<file path="src/rtl/word_serializer.sv">
// word_serializer: turns W-bit words into one bit per clock.
// A one-word holding register lets words stream with no gap bit.
module word_serializer #(
  parameter int unsigned W         = 8,
  parameter bit          MSB_FIRST = 1'b1,
  parameter bit          IDLE_BIT  = 1'b0
) (
  input  logic         clk,
  input  logic         rst,
  input  logic [W-1:0] din,
  input  logic         din_valid,
  output logic         din_ready,
  output logic         x,
  output logic         x_valid,
  output logic         x_last,
  output logic         busy
);

  localparam int unsigned BW = $clog2(W);
  localparam logic [BW-1:0] BC_LAST = BW'(W - 1);

  typedef enum logic {
    IDLE  = 1'b0,
    SHIFT = 1'b1
  } state_t;

  state_t        state, state_n;
  logic [W-1:0]  sh, sh_n;
  logic [W-1:0]  hold, hold_n;
  logic [BW-1:0] bc, bc_n;
  logic          hold_full, hold_full_n;

  logic          last;
  logic          free;
  logic          accept;
  logic          head;
  logic [W-1:0]  sh_shifted;

  assign last      = (bc == BC_LAST);
  assign free      = (state == IDLE) || last;
  assign din_ready = !hold_full;
  assign accept    = din_valid && din_ready;
  assign busy      = (state == SHIFT) || hold_full;

  assign head       = MSB_FIRST ? sh[W-1] : sh[0];
  assign sh_shifted = MSB_FIRST ? {sh[W-2:0], IDLE_BIT}
                                : {IDLE_BIT, sh[W-1:1]};

  // Outputs come straight from registered state through a mux.
  always_comb begin
    x       = IDLE_BIT;
    x_valid = 1'b0;
    x_last  = 1'b0;
    if (state == SHIFT) begin
      x       = head;
      x_valid = 1'b1;
      x_last  = last;
    end
  end

  // Next-state: reload from hold, else bypass din, else idle or shift.
  always_comb begin
    state_n     = state;
    sh_n        = sh;
    bc_n        = bc;
    hold_n      = hold;
    hold_full_n = hold_full;
    if (free && hold_full) begin
      sh_n        = hold;
      bc_n        = '0;
      state_n     = SHIFT;
      hold_full_n = 1'b0;
    end else if (free && accept) begin
      sh_n    = din;
      bc_n    = '0;
      state_n = SHIFT;
    end else if (free) begin
      state_n = IDLE;
      bc_n    = '0;
    end else begin
      sh_n = sh_shifted;
      bc_n = bc + 1'b1;
      if (accept) begin
        hold_n      = din;
        hold_full_n = 1'b1;
      end
    end
  end

  // State register; reset drops both the shifter and the hold word.
  always_ff @(posedge clk) begin
    if (rst) begin
      state     <= IDLE;
      sh        <= '0;
      bc        <= '0;
      hold      <= '0;
      hold_full <= 1'b0;
    end else begin
      state     <= state_n;
      sh        <= sh_n;
      bc        <= bc_n;
      hold      <= hold_n;
      hold_full <= hold_full_n;
    end
  end

endmodule
</file>
<file path="config.mk">
export PLATFORM = sky130hd
export DESIGN_NAME = word_serializer
export DESIGN_NICKNAME = d
export VERILOG_FILES = /design/src/rtl/word_serializer.sv
export SDC_FILE = /design/constraint.sdc
export NUM_CORES = 1
export LEC_CHECK = 0
export CAP_MARGIN = 40
export CELL_PAD_IN_SITES_DETAIL_PLACEMENT = 0
export CELL_PAD_IN_SITES_GLOBAL_PLACEMENT = 1
export CORE_ASPECT_RATIO = 0.5
export CORE_MARGIN = 2
export CORE_UTILIZATION = 25
export CTS_CLUSTER_DIAMETER = 200
export DETAILED_ROUTE_END_ITERATION = 6
export PLACE_DENSITY = 0.6
export SETUP_SLACK_MARGIN = 0.05
export SLEW_MARGIN = 20
export SYNTH_ARGS = -nofsm -noshare
export SYNTH_HDL_FRONTEND = slang
export SYNTH_SLANG_ARGS = --single-unit
</file>
<file path="constraint.sdc">
create_clock -name clk -period 2.2 [get_ports clk]
set_input_delay 0.33 -clock clk [delete_from_list [all_inputs] [get_ports clk]]
set_output_delay 0.33 -clock clk [all_outputs]
set_load 0.03 [all_outputs]
</file>
==> flow_metrics.py <==
metrics = {
    "logic_synthesis": {
        "synth_edf_count": 0,
        "ys_seq_elements": 21,
        "synthMuxAreaShare": 0.0911,
        "synth_top_family_by_area": "simple AND/OR/NAND/NOR gates",
        "postSynthAreaPerCell_um2": 10.2,
        "synth_compound_gate_area_share": 0.128,
        "synth_nets": 110,
        "synth.distinct_cells": 28,
        "synth-async-reset-ratio": 0,
        "synth_xor_area_frac": 0,
        "synthAdderAreaFrac": 0.0253,
        "synth_area_um2": 988,
        "synth_cells": 97,
        "yosys_warnings": 0,
        "ys.flop_type": "dfxtp_1",
        "yosysSeqAreaShare": 0.425,
        "yosys.area_share.simple": 0.278,
    },
    "global_routing": {
        "grt_pass1_vias": 727,
        "grt_pass1_wl_um": 3530,
        "grt_util_met3": 0.0343,
        "grt_usage": 0.100,
        "grt_use_met1": 0.133,
        "grt_overflow": 0,
        "grt_max_degree": 16,
        "antenna_found_initial": 0,
        "met2_usage": 0.156,
        "busiest_layer": "met2",
    },
    "clock_tree": {
        "clkTransAtPathRegs_ps": 70,
        "ctsLongestPathBuffers": 2,
        "post_cts_buffers": 0,
        "clock_latency_ps": 250,
        "hold_buffers": 0,
        "cts_root_buf": "clkbuf_8",
        "cts.sinks": 21,
        "cts_resized": 0,
        "cts_tree": "built",
        "cts_buffers": 3,
        "cts-htree-levels": 1,
    },
    "floorplanning": {
        "die_area_mm2": 0.00450,
        "io_pins": 16,
        "core_area_mm2": 0.00384,
        "die_h_um": 48.5,
        "die_w_um": 92.9,
        "num_rows": 16,
        "initial_utilization": 0.257,
    },
    "cells_and_area": {
        "final_common_cell": "dfxtp_1",
        "finalNetCount": 128,
        "mostFrequentLayoutCells": "dfxtp_1 (21), nor2_1 (17), clkdlybuf4s50_1 (15)",
        "diodes": 0,
        "drive_gt1_frac": 0.149,
        "final-seq-area_um2": 420,
        "n_fill_cell": 410,
        "multi_input_area_um2": 517,
        "area_growth_pct": 25.6,
    },
    "power": {
        "p_leak_uw": 0.000458,
        "power_uw": 809,
        "power_density_mw_per_mm2": 652,
        "peakVddDrop_uv": 176,
    },
    "outcome": {
        "status": "finished, final reports clean",
    },
    "drt": {
        "vias": 752,
        "wl_um": 2040,
        "drtPass1Iterations": 4,
        "ant_nets": 0,
        "wl_per_cell_um": 12.1,
        "drt-initial-drc-count": 27,
        "vias_per_cell": 4.48,
        "drc_errors": 0,
    },
    "worst_setup_path": {
        "r2r-start": "bc[0]",
        "slowest_stage": "clkdlybuf4s50_1",
        "cp_num_buf_inv": 1,
        "cp_top_family": "buffers and inverters",
        "endpoint_kind": "output port",
        "path_max_fanout": 4,
        "startpoint_type": "flop",
        "arrival_ps": 1700,
        "reg2reg_slack_ps": 580,
        "cp-endpoint": "x_last",
        "r2r-end": "hold[6]",
        "slowest_delay_ps": 580,
        "critical_path_required_ps": 1870,
        "path_common_cell": "ha_1",
        "crit_start": "bc[0]",
        "worstPathCellList": "ha_1, ha_1, and2_1, clkdlybuf4s50_1",
        "worst-path-stages": 4,
        "rr_worst_depth": 5,
        "critPathKind": "flop to output port",
    },
    "timing": {
        "postLayoutSetupSlackWorst_ps": 167,
        "relSlewSlack": 0.632,
        "period_needed_ps": 2030,
        "setup-tns-final_ps": 0,
        "finalCritPeriodShare": 0.924,
        "max_freq_ghz": 0.492,
        "drv_slew": 0,
        "finalClockSkew_ps": 3.68,
        "worst_pin_slew_ps": 553,
        "grt_setup_unrepaired": "no",
        "hold_viol_final": 0,
        "finalSetupViolCount": 0,
    },
    "hold_path": {
        "worst_hold_path_type": "flop to flop",
    },
    "place": {
        "dp.final_hpwl_um": 1460,
        "place_congestion": 0.662,
        "portBuffers": 15,
        "place_ws_ps": 375,
    },
    "job": {
        "max-cap-violations": 0,
    },
}
-- routing by layer --
| metal | wire length (um) | part of all wire |
|---|---|---|
| met3 | 62 | 0.030 |
| met1 | 1060 | 0.52 |
| met5 | 0 | 0 |
| met4 | 14 | 0.0069 |
| met2 | 903 | 0.44 |
-- power breakdown --
group / internal, uW / switching [uW] / total, uW
Combinational: 72.6 / 74.0 / 147
Sequential: 404 / 13.3 / 418
Clock: 129 / 116 / 245
Total: 606 / 204 / 809
-- cells in the mapped netlist (2+ instances only) --
master	n	area, um^2
a2111oi_0	4	35.0
mux2i_1	9	90.1
buf_6	2	22.5
buf_2	2	10.0
nor3b_1	2	15.0
nor2_1	17	63.8
dfxtp_1	21	420
nor3_1	8	40.0
a2111oi_4	2	55.1
ha_1	2	25.0
and2b_1	5	37.5
and2_1	3	18.8
nor4_1	4	25.0
nor4_2	2	25.0
-- through the flow --
stage / instances / utilization / instance area [um^2] / hold WS (ps)
2_1_floorplan: 97 / - / 988 / 406
3_3_place_gp: 164 / 0.311 / 1200 / 424
3_5_place_dp: 164 / 0.311 / 1200 / 425
4_1_cts: 168 / 0.323 / 1240 / 436
5_1_grt: 168 / 0.323 / 1240 / 461
6_report: 168 / 0.323 / 1240 / 429
-- cells by family (layout without fill, tap and decap cells) --
family / Yosys count / count (layout)
flip-flops: 21 / 21
AO/OA/AOI/OAI: 10 / 10
multiplexers: 9 / 9
adder cells (fa/ha/maj): 2 / 2
buffers and inverters: 8 / 25
AND/OR/NAND/NOR: 47 / 47
-- sequential cells by signal, indices dropped and copies added (netlist names) --
name,cells
bc,3
state,1
sh,8
hold,8
hold_full,1
-- layout make-up --
type	instances	area share
Clock buffer	4	0.0363
Inverter	1	0.00302
Multi-Input combinational cell	68	0.416
Sequential cell	21	0.339
Tap cell	54	0.0544
Timing Repair Buffer	20	0.151
-- worst min-delay path by stage --
stage | slack [ps] | endpoint | depth (start not counted) | from
4_1_cts | 440 | bc[0] | 1 | bc[0]
3_3_place_gp | 420 | bc[0] | 1 | bc[0]
5_1_grt | 460 | bc[0] | 1 | bc[0]
3_5_place_dp | 420 | bc[0] | 1 | bc[0]
6_report | 430 | bc[0] | 1 | bc[0]
2_1_floorplan | 410 | sh[0] | 1 | rst
No activity file was read; power rests on OpenSTA's default activity.
